### src/rtl/fft_frame_sched.sv
// fft_frame_sched: loads a frame into the FFT, launches it, streams bins to the decoder, then waits for the note decision or a timeout
module fft_frame_sched #(
  parameter int BIT_WIDTH   = 16,
  parameter int N           = 9,
  parameter int FFT_SIZE    = 512,
  parameter int DEC_TIMEOUT = 1024
) (
  input  logic                   clk,
  input  logic                   reset,
  input  logic                   sample_valid,
  input  logic [BIT_WIDTH-1:0]   sample_in,
  output logic                   fft_load,
  output logic [N-1:0]           fft_load_addr,
  output logic [BIT_WIDTH-1:0]   fft_load_data,
  output logic                   fft_start,
  input  logic                   fft_done,
  output logic [N-1:0]           fft_rd_addr,
  input  logic [2*BIT_WIDTH-1:0] fft_rd_data,
  output logic                   bin_valid,
  output logic [2*BIT_WIDTH-1:0] bin_data,
  output logic                   bin_last,
  input  logic                   note_dec,
  output logic                   sample_drop,
  output logic                   dec_timeout,
  output logic                   busy,
  output logic [15:0]            frame_count
);
  localparam int TW = $clog2(DEC_TIMEOUT + 1);
  typedef enum logic [2:0] {LOAD, START, WAIT_FFT, READ, WAIT_DEC} state_t;
  state_t state_q, state_d;
  logic [N-1:0] load_cnt_q, load_cnt_d, rd_cnt_q, rd_cnt_d;
  logic [TW-1:0] tmo_cnt_q, tmo_cnt_d;
  logic [15:0] frame_count_q, frame_count_d;
  logic bin_valid_q, bin_valid_d, bin_last_q, bin_last_d;
  always_comb begin
    state_d       = state_q;
    load_cnt_d    = load_cnt_q;
    rd_cnt_d      = rd_cnt_q;
    tmo_cnt_d     = '0;
    frame_count_d = frame_count_q;
    fft_load      = 1'b0;
    dec_timeout   = 1'b0;
    fft_start     = state_q == START;
    sample_drop   = sample_valid && state_q != LOAD;
    bin_valid_d   = state_q == READ;
    bin_last_d    = state_q == READ && rd_cnt_q == N'(FFT_SIZE - 1);
    case (state_q)
      LOAD: if (sample_valid) begin
        fft_load   = 1'b1;
        load_cnt_d = load_cnt_q + N'(1);
        if (load_cnt_q == N'(FFT_SIZE - 1)) begin
          load_cnt_d = '0;
          state_d    = START;
        end
      end
      START: state_d = WAIT_FFT;
      WAIT_FFT: if (fft_done) begin
        rd_cnt_d = '0;
        state_d  = READ;
      end
      READ: begin
        rd_cnt_d = rd_cnt_q + N'(1);
        if (rd_cnt_q == N'(FFT_SIZE - 1)) begin
          rd_cnt_d = '0;
          state_d  = WAIT_DEC;
        end
      end
      WAIT_DEC: begin
        tmo_cnt_d = tmo_cnt_q + TW'(1);
        if (note_dec || tmo_cnt_q == TW'(DEC_TIMEOUT - 1)) begin
          tmo_cnt_d     = '0;
          frame_count_d = frame_count_q + 16'd1;
          dec_timeout   = !note_dec;
          state_d       = LOAD;
        end
      end
      default: state_d = LOAD;
    endcase
  end
  always_ff @(posedge clk or negedge reset) begin
    if (!reset) begin
      state_q       <= LOAD;
      load_cnt_q    <= '0;
      rd_cnt_q      <= '0;
      tmo_cnt_q     <= '0;
      frame_count_q <= '0;
      bin_valid_q   <= 1'b0;
      bin_last_q    <= 1'b0;
    end else begin
      state_q       <= state_d;
      load_cnt_q    <= load_cnt_d;
      rd_cnt_q      <= rd_cnt_d;
      tmo_cnt_q     <= tmo_cnt_d;
      frame_count_q <= frame_count_d;
      bin_valid_q   <= bin_valid_d;
      bin_last_q    <= bin_last_d;
    end
  end
  assign fft_load_addr = fft_load ? load_cnt_q : '0;
  assign fft_load_data = fft_load ? sample_in : '0;
  assign fft_rd_addr   = rd_cnt_q;
  assign bin_valid     = bin_valid_q;
  assign bin_last      = bin_last_q;
  assign bin_data      = bin_valid_q ? fft_rd_data : '0;
  assign busy          = state_q != LOAD;
  assign frame_count   = frame_count_q;
endmodule

### config.mk
export PLATFORM = sky130hd
export DESIGN_NAME = fft_frame_sched
export DESIGN_NICKNAME = d
export VERILOG_FILES = /design/src/rtl/fft_frame_sched.sv
export SDC_FILE = /design/constraint.sdc
export NUM_CORES = 1
export LEC_CHECK = 0
export BUFFER_PORTS_ARGS = -buffer_cell sky130_fd_sc_hd__buf_2
export CAP_MARGIN = 20
export CORE_UTILIZATION = 46
export CTS_CLUSTER_SIZE = 8
export DETAILED_ROUTE_END_ITERATION = 7
export PLACE_DENSITY = 0.8
export SLEW_MARGIN = 10
export SYNTH_ARGS = -nofsm -noshare
export SYNTH_HDL_FRONTEND = slang
export SYNTH_SLANG_ARGS = --single-unit
### constraint.sdc
create_clock -name clk -period 2.68 [get_ports clk]
set_clock_uncertainty 0.1 [all_clocks]
set_input_delay 0.67 -clock clk [delete_from_list [all_inputs] [get_ports clk]]
set_output_delay 0.67 -clock clk [all_outputs]
set_load 0.05 [all_outputs]
# Word-level counts from Yosys, hierarchy flattened
# Cells that the tools add are included.
op_classes:
  muxes: 19
  n_reduce_logical: 11
  add_sub_neg: 4
  eq_ne: 12
op_table:
  columns: ["operator", "count"]
  rows:
  - ["$mux W9", 4]
  - ["$mux W32", 1]
  - ["$mux W11", 2]
  - ["$add A9 B1 Y9 const B", 2]
  - ["$eq A9 B9 Y1 const B", 2]
  - ["$pmux W9 S2", 1]
  - ["$add A16 B1 Y16 const B", 1]
  - ["$mux W16", 1]
  - ["$mux W3", 5]
  - ["$pmux W3 S5", 1]
  - ["$add A11 B1 Y11 const B", 1]
  - ["$eq A11 B10 Y1 const B", 1]
  - ["$ne A2 B2 Y1 const B", 4]
  - ["$eq A3 B2 Y1 const B", 2]
  - ["$reduce_and A2 Y1", 3]
  - ["$reduce_and A5 Y1", 1]
  - ["$mux W1", 4]
  - ["$eq A3 B1 Y1 const B", 1]
  - ["$eq A3 B3 Y1 const B", 1]
  - ["$logic_not A3 Y1", 1]
  - ["$reduce_bool A3 Y1", 1]
  - ["$logic_and A1 B1 Y1", 2]
  - ["$ne A2 B1 Y1 const B", 1]
  - ["$reduce_bool A2 Y1", 1]
  - ["2 further kinds", 2]
totals:
  output_inout_bits: 89
  regBits: 50
  input_bits: 53
  word_cells: 53

# Logic depth before layout (Yosys ltp)
# Gate-level depths: netlist of run 1.
logic_depth:
  ltp_word: 4
  depth_mapped: 10
  depth_no_buf: 9

# Least setup slack after synthesis of run 1
# No wires, ideal clock.
synth_timing:
  path_kind: "register to output"
  start: "register state_q[1]"
  end: "output port dec_timeout"
  t_arrival_ps: 2710
  path_slack_ps: -800
  stages_incl_launch_ff: 6
  cell_sequence: "dfrtp_1 buf_2 or3b_1 buf_4 buf_4 nor4_1"
synth_via:
  elab_chain_cells: 2
synth_lines:
  columns: ["item", "line", "rtl"]
  rows:
  - ["start: declaration", "30", "state_t state_q, state_d;"]
  - ["start signal: assignment", "90", "state_q <= state_d;"]
  - ["$eq A3 B3 Y1", "47", "case (state_q)"]
  - ["$mux W1", "47", null]
  - ["end: declaration", "24", "output logic dec_timeout,"]
# No other way between the ends.

# Worst setup path in the final report of run 1
layout_timing:
  start: "register state_q[2]"
  end: "output port fft_load_data[1]"
layout_via:
  elab_chain_cells: 3
layout_lines:
  columns: ["item", "line", "rtl"]
  rows:
  - ["$logic_not A3 Y1", "47", null]
  - ["$mux W1", "47", null]
  - ["$mux W16", "100", "assign fft_load_data = fft_load ? sample_in : '0;"]
  - ["end: declaration", "14", "output logic [BIT_WIDTH-1:0] fft_load_data,"]
# No other way between the ends.

==> results by group, run 1 <==
Setup path
  – R2R Setup Slk: 0.23 ns
  – Crit path max fanout: 16
  – CP delay by family, top: simple AND/OR/NAND/NOR gates
  – Crit path launch type: flop
  – Worst path buffer plus inverter count: 3
  – Launch point of the critical path: state_q[2]
  – Worst r2r src: fft_rd_addr[0]
  – WP depth: 5
  – CP peak stage delay: 0.56 ns
  – CP required: 1.91 ns
  – Crit path kind: flop to output pin
  – Slowest-stage cell, CP: or4b_4
  – Critical Path Sink Type: output pin
  – Critical R2R Capture: fft_rd_addr[5]
  – Crit path cell chain: or4b_4, inv_4, clkbuf_16, and2_2, buf_4
  – R2r worst-path depth: 8
  – Setup crit end: fft_load_data[1]
  – Critical Path AT: 1.85 ns

Global routing
  – GRT Resource Usage Total: 0.217
  – Vias in the first global route: 2433
  – Largest net degree at the start of global routing: 34
  – Total grt overflow: 0
  – Initial antenna violation count: 0
  – First-pass GRT wire length: 11100 um

CTS
  – Clk buf depth: 2
  – Max H-tree Level: 2
  – Hold-fix buffers, CTS: 0
  – Root buf cell: clkbuf_8
  – Num CTS Buffers: 5
  – CTS sink cnt: 50
  – CTS tree: yes
  – Worst skew pair latency: 0.30 ns
  – CTS clk-pin slew, worst paths: 0.09 ns

Synthesis
  – Synth warn: 0
  – Post-synthesis register bit count: 50
  – Post-synth EDFFs: 0
  – Ys flop type: dfrtp_1
  – Syn Nets: 366
  – Post-Syn Instances: 307
  – Share of flip-flops with an asynchronous set or reset: 1.00
  – Synthesized cell area: 0.00291 mm^2
  – Sequential element share of the synthesized area: 0.431
  – Netlist cell types: 45
  – Synth Area per Inst: 9.46 um^2

Pwr
  – Int Pwr: 0.00152 W
  – Max VDD drop: 0.000439 V
  – Register share of total power: 0.373
  – Leakage power: 1.96 nW
  – PD cells: 662 mW/mm^2
  – Sw frac: 0.431
  – P_sw: 0.00115 W
  – Clk pwr share: 0.198
  – Combinational share of power: 0.429

Final layout
  – FILL cells: 469
  – Share of cells above drive strength 1: 0.446
  – Cell Count, Final, Fillers Out: 528
  – P&R area growth vs syn: 38.5%
  – Fin nets: 511
  – # diodes: 0
  – Core Util, Final: 0.672
  – Fin area: 0.00403 mm^2

Floorplan
  – Die Span Y: 81.5 um
  – Die span in x: 81.5 um
  – Core ar.: 0.00599 mm^2
  – Initial Util: 0.485
  – Row count: 28
  – I/O pin count: 142
  – Die ar.: 0.00664 mm^2

Route
  – Via Count: 2757
  – Antenna Nets Post-Route: 0
  – Final wirelength: 7340 um
  – Via density: 5.22
  – Drt initial violations: 132
  – Routed wire length per instance: 13.9 um
  – Pre-antenna DRT Iters: 5
  – Remaining DRCs: 0

Placed design
  – GP Congestion: 0.790
  – Dpl hpwl: 5280 um
  – Placed Cells: 516
  – Placed Area: 0.00375 mm^2
  – IO buf count: 141

STA
  – Final Hold Viols: 0
  – Fmax: 0.382 GHz
  – Unrepaired setup endpoints after global routing: true
  – Slew margin rel.: 0.502
  – Final slew viol count: 0
  – Hold slack: 0.255 ns
  – Count of final setup violators: 0
  – Tightest Pin Transition: 0.747 ns
  – Period utilization: 0.977
  – Period minus WS final: 2.62 ns
  – Final setup TNS: 0 ns

Min path
  – Worst hold path class: input pin to async pin

Flow run
  – MaxCap Viol Count: 0

Outcome
  – Status: finished, final reports clean
[cells by family (layout without fill, tap and decap cells)]
| group | Yosys count | count (layout) | share of synthesized area |
|---|---|---|---|
| AO/OA/AOI/OAI | 34 | 34 | 0.0732 |
| XOR/XNOR | 26 | 26 | 0.0784 |
| adder cells (fa/ha/maj) | 6 | 6 | 0.0258 |
| buffers and inverters | 24 | 170 | 0.0405 |
| flip-flops | 50 | 50 | 0.431 |
| multiplexers | 2 | 2 | 0.00732 |
| AND/OR/NAND/NOR | 165 | 165 | 0.344 |
[routing by layer]
layer | up-vias | share of wire | track usage
li1 | 1340 | - | -
met5 | - | 0 | 0
met2 | 103 | 0.52 | 0.395
met1 | 1305 | 0.41 | 0.264
met3 | 9 | 0.058 | 0.0311
met4 | 0 | 0.011 | 0.0607
[worst reg2reg max path, cell delays in order, from the launching register on]
cell and delay [ns]:
dfrtp_1 0.44, ha_1 0.25, and3_1 0.23, and3_1 0.20, and3_1 0.18, ha_1 0.23, nand4bb_1 0.21, buf_4 0.18
o41ai_1 0.34
[power groups by stage]
stage	Combinational, W	Clock (W)	Sequential [W]
floorplan	0.000662	0	0.00112
global placement	0.00104	0	0.000996
detailed placement	0.00106	0	0.00100
CTS	0.00110	0.000542	0.000990
global route	0.00122	0.000573	0.00101
finish	0.00114	0.000527	0.000993
[state kept, by name (all words and copies together) (netlist names)]
| name | cells |
|---|---|
| bin_last | 1 |
| bin_valid | 1 |
| fft_rd_addr | 9 |
| frame_count | 16 |
| load_cnt_q | 9 |
| state_q | 3 |
| tmo_cnt_q | 11 |
[cell type report]
cell class                 count  area (um^2)  area share
multi-input combinational    233         1620       0.402
clock inverter                 2         37.5     0.00933
timing repair buffer         154          921       0.229
sequential                    50         1250       0.311
tap                           75         93.8      0.0233
inverter                       8         32.5     0.00808
clock buffer                   6         72.6      0.0180
[layout by cell type, fill, tap and decap left out, drive strengths merged, types with 4 or more instances in the layout]
master / netlist / final
buf: 8 / 153
and2: 58 / 58
dfrtp: 50 / 50
nand2: 23 / 23
nor2: 21 / 21
o21ai: 16 / 16
xor2: 15 / 15
nand3: 12 / 12
xnor2: 11 / 11
nor4: 11 / 11
nor3: 8 / 8
inv: 8 / 8
and3: 7 / 7
clkbuf: 8 / 7
ha: 6 / 6
nand4: 5 / 5
a31oi: 5 / 5
nor3b: 4 / 4
o31ai: 4 / 4
nand2b: 4 / 4
[how the worst min path moves through the flow]
stage	startpoint	endpoint	slack [ns]	depth (start not counted)
2_1_floorplan	reset	bin_last	0.27	0
3_3_place_gp	frame_count[15]	frame_count[15]	0.35	1
3_5_place_dp	frame_count[15]	frame_count[15]	0.36	1
4_1_cts	reset	frame_count[15]	0.27	1
5_1_grt	reset	frame_count[15]	0.30	1
6_report	reset	frame_count[15]	0.26	1
[through the flow]
step / total power, W / worst slack [ns]
detailed placement: 0.00206 / 0.000741
global placement: 0.00203 / 0.0376
CTS: 0.00264 / -0.00144
finish: 0.00266 / 0.0603
floorplan: 0.00178 / 0.0254
global route: 0.00280 / -0.0281
[timing repair]
item | in CTS | in global routing
pin swaps | 1 | 0
buffers inserted | 0 | 3
endpoints found under the setup margin | 26 | 27
resized for setup | 29 | 10
hold endpoints to repair | 0 | 0
cloned | 0 | 1
[cell usage after synthesis, types with 2 or more instances]
library cell | n | area, um^2
and4_1 | 2 | 17.5
nand2b_1 | 4 | 25.0
nor4_1 | 5 | 31.3
a22o_1 | 2 | 17.5
a31oi_1 | 5 | 31.3
buf_4 | 2 | 15.0
nand2_1 | 23 | 86.3
nor3b_1 | 4 | 30.0
xor2_1 | 15 | 131
nand3b_1 | 2 | 15.0
o21ai_0 | 14 | 70.1
nand4_1 | 5 | 31.3
o31ai_1 | 4 | 30.0
nor3_1 | 8 | 40.0
nor4_4 | 2 | 42.5
buf_6 | 2 | 22.5
nand3_1 | 10 | 50.1
a21oi_1 | 3 | 15.0
clkbuf_1 | 8 | 30.0
nand3_2 | 2 | 20.0
xnor2_1 | 11 | 96.3
buf_2 | 4 | 20.0
and2_1 | 58 | 363
and3_1 | 7 | 43.8
nor4_2 | 4 | 50.1
nor2_1 | 21 | 78.8
inv_1 | 8 | 30.0
dfrtp_1 | 50 | 1250
ha_1 | 6 | 75.1
Power figures use the tool's default switching activity.
==> inputs of run 2 (changes only) <==
- CORE_UTILIZATION: 46 -> 25
- PLACE_DENSITY: 0.8 -> not set
==> run 2 against run 1 <==
Compared with the run above: combinational power about the same; setup slack lost 0.022 ns; clock power is 26% higher; critical endpoint is now dec_timeout; via count down 2.2%; final area up 2.9%; non-clock buffer count fell by 2; core utilization down 31 points; hold slack got worse by 0.013 ns; sequential power down 0.5%; critical path depth unchanged; cell count is 13% higher.
==> results by group, run 2 (synthesis gave the netlist of run 1 again) <==
Final layout
  – Largest register FFs: 16 (unchanged)
  – Most common cell after layout, fill and taps aside: buf_2
  – Most frequent cells in the layout: 115 x buf_2, 50 x dfrtp_1, 33 x and2_1
  – Cell Count, Final, Fillers Out: 594 (+13%)
  – P&R area growth vs syn: 42.6%
  – # diodes: 0 (unchanged)
  – Fin area: 0.00414 mm^2 (+2.9%)
  – Fin nets: 509 (-0.39%)
  – Share of cells above drive strength 1: 0.443 (-0.00246)

Setup path
  – CP delay by family, top: simple AND/OR/NAND/NOR gates
  – R2R Setup Slk: 0.23 ns (about the same)
  – Critical R2R Capture: fft_rd_addr[5]
  – Worst r2r src: fft_rd_addr[0]
  – CP required: 1.91 ns (about the same)
  – Crit path cell chain: ha_2, nand3_4, or4_4, nor4_4, buf_6
  – Slowest-stage cell, CP: or4_4
  – CP peak stage delay: 0.47 ns (-0.09 ns)
  – Worst path buffer plus inverter count: 1 (-2)
  – Critical Path Sink Type: output pin
  – Critical Path AT: 1.87 ns (+0.02 ns)
  – Crit path kind: flop to output pin
  – Crit path launch type: flop
  – Crit path max fanout: 5 (-11)
  – R2r worst-path depth: 8 (unchanged)

Route
  – Pre-antenna DRT Iters: 4 (-1)
  – Remaining DRCs: 0 (unchanged)
  – Via density: 4.54 (-13%)
  – Final wirelength: 7680 um (+4.6%)
  – Routed wire length per instance: 12.9 um (-7.0%)
  – Via Count: 2696 (-2.2%)
  – Antenna Nets Post-Route: 0 (unchanged)
  – Drt initial violations: 75 (-43%)

CTS
  – CTS tree: yes
  – Root buf cell: clkbuf_16
  – CTS sink cnt: 50 (unchanged)
  – Worst skew pair latency: 0.29 ns (about the same)
  – Num CTS Buffers: 5 (unchanged)
  – CTS clk-pin slew, worst paths: 0.08 ns (about the same)
  – Max H-tree Level: 2 (unchanged)
  – Clk buf depth: 2 (unchanged)

Min path
  – Worst hold path class: input pin to async pin

STA
  – Final slew viol count: 0 (unchanged)
  – Period utilization: 0.986 (+0.00814)
  – Slew margin rel.: 0.517 (+0.0146)
  – Final Hold Viols: 0 (unchanged)
  – Period minus WS final: 2.64 ns (+0.0218 ns)
  – Unrepaired setup endpoints after global routing: true
  – Tightest Pin Transition: 0.725 ns (-0.0219 ns)
  – Fmax: 0.379 GHz (-0.83%)
  – Count of final setup violators: 0 (unchanged)
  – Hold slack: 0.242 ns (-0.0128 ns)

Floorplan
  – Die ar.: 0.0121 mm^2 (+82%)
  – Die span in x: 110 um (+35%)
  – Die Span Y: 110 um (+35%)
  – Core ar.: 0.0114 mm^2 (+90%)
  – Row count: 39 (+39%)
  – Initial Util: 0.256 (-0.229)
  – I/O pin count: 142 (unchanged)

Placed design
  – Placed Area: 0.00384 mm^2 (+2.5%)
  – Placed Cells: 585 (+13%)
  – Dpl hpwl: 6040 um (+14%)
  – GP Congestion: 0.756 (-4.4%)
  – IO buf count: 141 (unchanged)

Global routing
  – First-pass GRT wire length: 11600 um (+4.6%)
  – Vias in the first global route: 2395 (-1.6%)
  – Initial antenna violation count: 0 (unchanged)
  – Total grt overflow: 0 (unchanged)
  – Largest net degree at the start of global routing: 51 (+50%)
  – GRT Resource Usage Total: 0.125 (-0.0918)

Pwr
  – Max VDD drop: 0.000336 V (-24%)
  – Final Power: 0.00280 W (+5.1%)
  – PD cells: 675 mW/mm^2 (+2.1%)
  – Leakage power: 1.98 nW (+0.84%)

Outcome
  – Status: finished, final reports clean

Flow run
  – MaxCap Viol Count: 0 (unchanged)
-- run 2: changes by cell type in the layout (fill, tap and decap cells not counted), sizes merged --
cell	change
clkbuf	-2
clkinv	+1
buf	-1
inv	+2
bufinv	-1
clkinvlp	-1
-- run 2: how the worst max path moves through the flow --
| stage | cells after the start | to | start |
|---|---|---|---|
| 2_1_floorplan | 5 | fft_load_addr[0] | sample_valid |
| 3_3_place_gp | 6 | fft_load_data[0] | sample_valid |
| 3_5_place_dp | 6 | fft_load_data[0] | sample_valid |
| 4_1_cts | 5 | dec_timeout | tmo_cnt_q[0] |
| 5_1_grt | 5 | dec_timeout | tmo_cnt_q[0] |
| 6_report | 5 | dec_timeout | tmo_cnt_q[0] |
-- run 2: final cells by class --
| type | instances | area (um^2) |
|---|---|---|
| fillers | 1159 | 7230 |
| well taps | 143 | 179 |
| clock inverters | 3 | 28.8 |
| clock buffers | 5 | 125 |
| repair buffers | 152 | 922 |
| multi-input cells | 233 | 1610 |
| flip-flops and latches | 50 | 1250 |
| inverters | 8 | 30.0 |
-- run 2: power by group --
group          total [W]  internal (W)  leakage [nW]  switching [W]
registers       0.000988      0.000857         0.599       0.000131
clock network   0.000662      0.000358        0.0763       0.000303
logic            0.00115      0.000383          1.30       0.000766
-- run 2: stage by stage --
step / util / setup TNS [ns] / worst slack [ns]
after floorplan: - / 0 / 0.0254
after global placement: 0.338 / -1.31 / -0.0683
after detailed placement: 0.338 / -1.85 / -0.0870
after CTS: 0.358 / 0 / 0.000222
after global routing: 0.364 / -0.0404 / -0.0404
final: 0.364 / 0 / 0.0385
-- run 2: timing repair --
action / CTS / global route
endpoints found under the setup margin: 26 / 15
setup buffers: 0 / 1
endpoints found under the hold margin: 0 / 0
hold buffers: 0 / 0
resized for setup: 29 / 16
-- run 2: metal layers --
metal	vias up	wire, um	GRT usage
met2	116	3980	0.226
met5	-	0	0
met1	1238	3150	0.152
met4	0	53	0.0314
met3	5	493	0.0219
li1	1337	-	-
==> inputs of run 3 (changes only) <==
- ABC_AREA: not set -> 1
- CORE_MARGIN: not set -> 2
==> run 3 against run 2 <==
Compared with the run above: cell count increased by 32%; register-to-register slack improved by 0.17 ns; global-route usage rose by 0.58 points; fmax grew 6.7%; non-clock buffer count fell by 7; synthesized cell count up 54%; core utilization down 1.6 points; sequential power shrank 14%; area after synthesis grew 8.0%; die area up 12%; setup slack better by 0.17 ns.
==> results by group, run 3 <==
Setup path
  – Critical Path AT: 1.71 ns (-0.16 ns)
  – Crit path kind: flop to output pin
  – CP peak stage delay: 0.39 ns (-0.08 ns)
  – Setup crit end: fft_load_data[4]
  – WP depth: 6 (+1)
  – R2r worst-path depth: 12 (+4)
  – Launch point of the critical path: state_q[2]
  – Slowest-stage cell, CP: dfrtp_1
  – Crit path max fanout: 27 (+22)
  – CP delay by family, top: simple AND/OR/NAND/NOR gates
  – Worst r2r src: fft_rd_addr[0]
  – Critical R2R Capture: state_q[0]
  – Critical Path Sink Type: output pin
  – Cell seen most often among critical-path stages: nor2_1
  – Crit path launch type: flop
  – R2R Setup Slk: 0.40 ns (+0.17 ns)
  – Worst path buffer plus inverter count: 2 (+1)
  – CP required: 1.91 ns (about the same)
  – Crit path cell chain: nor2_1, nand2_1, inv_2, nand2_8, nor2_1, buf_2

CTS
  – Clk buf depth: 2 (unchanged)
  – CTS clk-pin slew, worst paths: 0.07 ns (about the same)
  – Post-CTS setup buffers: 0 (unchanged)
  – Root buf cell: clkbuf_16
  – CTS sink cnt: 50 (unchanged)
  – CTS tree: yes
  – Worst skew pair latency: 0.29 ns (about the same)
  – Num CTS Buffers: 5 (unchanged)
  – Max H-tree Level: 2 (unchanged)

Pwr
  – PD cells: 479 mW/mm^2 (-29%)
  – Final Power: 0.00202 W (-28%)
  – Leakage power: 2.63 nW (+33%)
  – Max VDD drop: 0.000249 V (-26%)

Outcome
  – Status: finished, final reports clean

Final layout
  – Fin area: 0.00422 mm^2 (+1.8%)
  – Largest register FFs: 16 (unchanged)
  – Core Util, Final: 0.348 (-0.0163)
  – # diodes: 0 (unchanged)
  – Most frequent cells in the layout: 148 x nand2_1, 140 x buf_2, 96 x inv_1
  – P&R area growth vs syn: 34.4%
  – Share of cells above drive strength 1: 0.263 (-0.181)
  – Fin nets: 676 (+33%)
  – Most common cell after layout, fill and taps aside: nand2_1

Route
  – Pre-antenna DRT Iters: 6 (+2)
  – Remaining DRCs: 0 (unchanged)
  – Routed wire length per instance: 11.6 um (-10%)
  – Antenna Nets Post-Route: 0 (unchanged)
  – Drt initial violations: 91 (+21%)
  – Via density: 4.19 (-7.6%)
  – Via Count: 3292 (+22%)
  – Final wirelength: 9130 um (+19%)

Global routing
  – Total grt overflow: 0 (unchanged)
  – First-pass GRT wire length: 13800 um (+19%)
  – Initial antenna violation count: 0 (unchanged)
  – GRT Resource Usage Total: 0.131 (+0.00583)
  – Vias in the first global route: 2884 (+20%)
  – Largest net degree at the start of global routing: 34 (-33%)

Synthesis
  – Top cells by area, synth: dfrtp_1 40%, nand2_1 18%, inv_1 12%
  – Synth Area per Inst: 6.62 um^2 (-30%)
  – Post-Syn Instances: 474 (+54%)
  – Post-synth EDFFs: 0 (unchanged)
  – Syn Nets: 533 (+46%)
  – Sequential element share of the synthesized area: 0.399 (-0.0318)
  – Commonest cells in the netlist: 148 x nand2_1, 97 x inv_1, 67 x nor2_1
  – Most frequent cell after synthesis: nand2_1
  – Ys flop type: dfrtp_1
  – Share of flip-flops with an asynchronous set or reset: 1.00 (unchanged)
  – Synth warn: 0 (unchanged)
  – Synthesized cell area: 0.00314 mm^2 (+8.0%)
  – Cell taking the most area after synthesis: dfrtp_1
  – Netlist cell types: 27 (-40%)
  – Share of the synthesized area in the top cell type: 0.399 (-0.0318)
  – Post-synthesis register bit count: 50 (unchanged)

Floorplan
  – Die span in x: 116 um (+5.7%)
  – Die ar.: 0.0135 mm^2 (+12%)
  – Die Span Y: 116 um (+5.7%)
  – Initial Util: 0.259 (+0.00346)
  – Core ar.: 0.0121 mm^2 (+6.5%)
  – I/O pin count: 142 (unchanged)
  – Row count: 40 (+2.6%)

Placed design
  – IO buf count: 141 (unchanged)
  – Dpl hpwl: 7340 um (+22%)
  – Pre-CTS setup slack: 0.296 ns (+0.383 ns)
  – GP Congestion: 0.827 (+9.4%)
  – Placed Area: 0.00403 mm^2 (+4.9%)

Flow run
  – MaxCap Viol Count: 0 (unchanged)

STA
  – Fmax: 0.404 GHz (+6.7%)
  – Slew margin rel.: 0.673 (+0.156)
  – Final Hold Viols: 0 (unchanged)
  – Unrepaired setup endpoints after global routing: true
  – Period minus WS final: 2.48 ns (-0.166 ns)
  – Count of final setup violators: 0 (unchanged)
  – Final setup TNS: 0 ns (unchanged)
  – Tightest Pin Transition: 0.491 ns (-0.234 ns)
  – Final WS setup: 0.205 ns (+0.166 ns)
  – Final slew viol count: 0 (unchanged)
  – Period utilization: 0.924 (-0.0620)

Min path
  – Worst hold path class: input pin to async pin
## run 3: cell count changes after synthesis, moves of 12 or more
cell	before	now
nand2_1	23	148
inv_1	8	97
and2_1	58	0
nor2_1	21	67
nand3_1	10	27
xor2_1	15	3
## run 3: worst min path at each step
stage | start | endpoint | cells past startpoint
2_1_floorplan | reset | bin_last | 0
3_3_place_gp | tmo_cnt_q[0] | tmo_cnt_q[0] | 1
3_5_place_dp | tmo_cnt_q[0] | tmo_cnt_q[0] | 1
4_1_cts | reset | frame_count[14] | 1
5_1_grt | reset | frame_count[14] | 1
6_report | reset | frame_count[14] | 1
## run 3: repair_timing
action | in CTS | in global routing
hold endpoints to repair | 0 | 0
setup endpoints to repair | 2 | 24
hold buffers | 0 | 0
gates resized for setup | 1 | 3
gates cloned | 0 | 0
## run 3: routing by layer
metal,vias up,GRT usage,part of all wire
met2,109,0.247,0.49
met4,0,0.0389,0.016
met5,-,0,0
met1,1462,0.151,0.43
met3,9,0.0220,0.060
li1,1712,-,-
## run 3: through the flow
stage	hold slack, ns	instances
after global routing	0.247	785
after CTS	0.236	785
after global placement	0.354	778
after detailed placement	0.367	778
final	0.219	785
after floorplan	0.274	474
## run 3: worst register-to-register path, delay by kind of cell (launching register included)
kind	cells	cell delay, ns
DFF	1	0.41
and+or+nand+nor	9	1.26
adders and majority gates	2	0.38
buffers and inverters	1	0.07
## run 3: layout make-up
| class | count | area (um^2) |
|---|---|---|
| Timing Repair Buffer | 145 | 738 |
| Tap cell | 168 | 210 |
| Inverter | 98 | 369 |
| Clock inverter | 1 | 30.0 |
| Fill cell | 1340 | 7900 |
| Multi-Input combinational cell | 317 | 1480 |
| Clock buffer | 6 | 139 |
| Sequential cell | 50 | 1250 |
## run 3: cell families (layout without fill, tap and decap cells)
logic type / after synthesis / in the layout / synth area share
buf+inv: 107 / 250 / 0.134
fa+ha+maj: 6 / 6 / 0.0239
xor+xnor: 11 / 11 / 0.0307
simple gates: 266 / 266 / 0.353
flops: 50 / 50 / 0.399
compound gates: 34 / 34 / 0.0586
## run 3: report_power, final
part | internal, W | switching (W) | leakage [nW]
combinational | 0.000122 | 0.000311 | 1.90
clock | 0.000461 | 0.000270 | 0.0829
sequential | 0.000805 | 0.0000485 | 0.645
total | 0.00139 | 0.000629 | 2.63
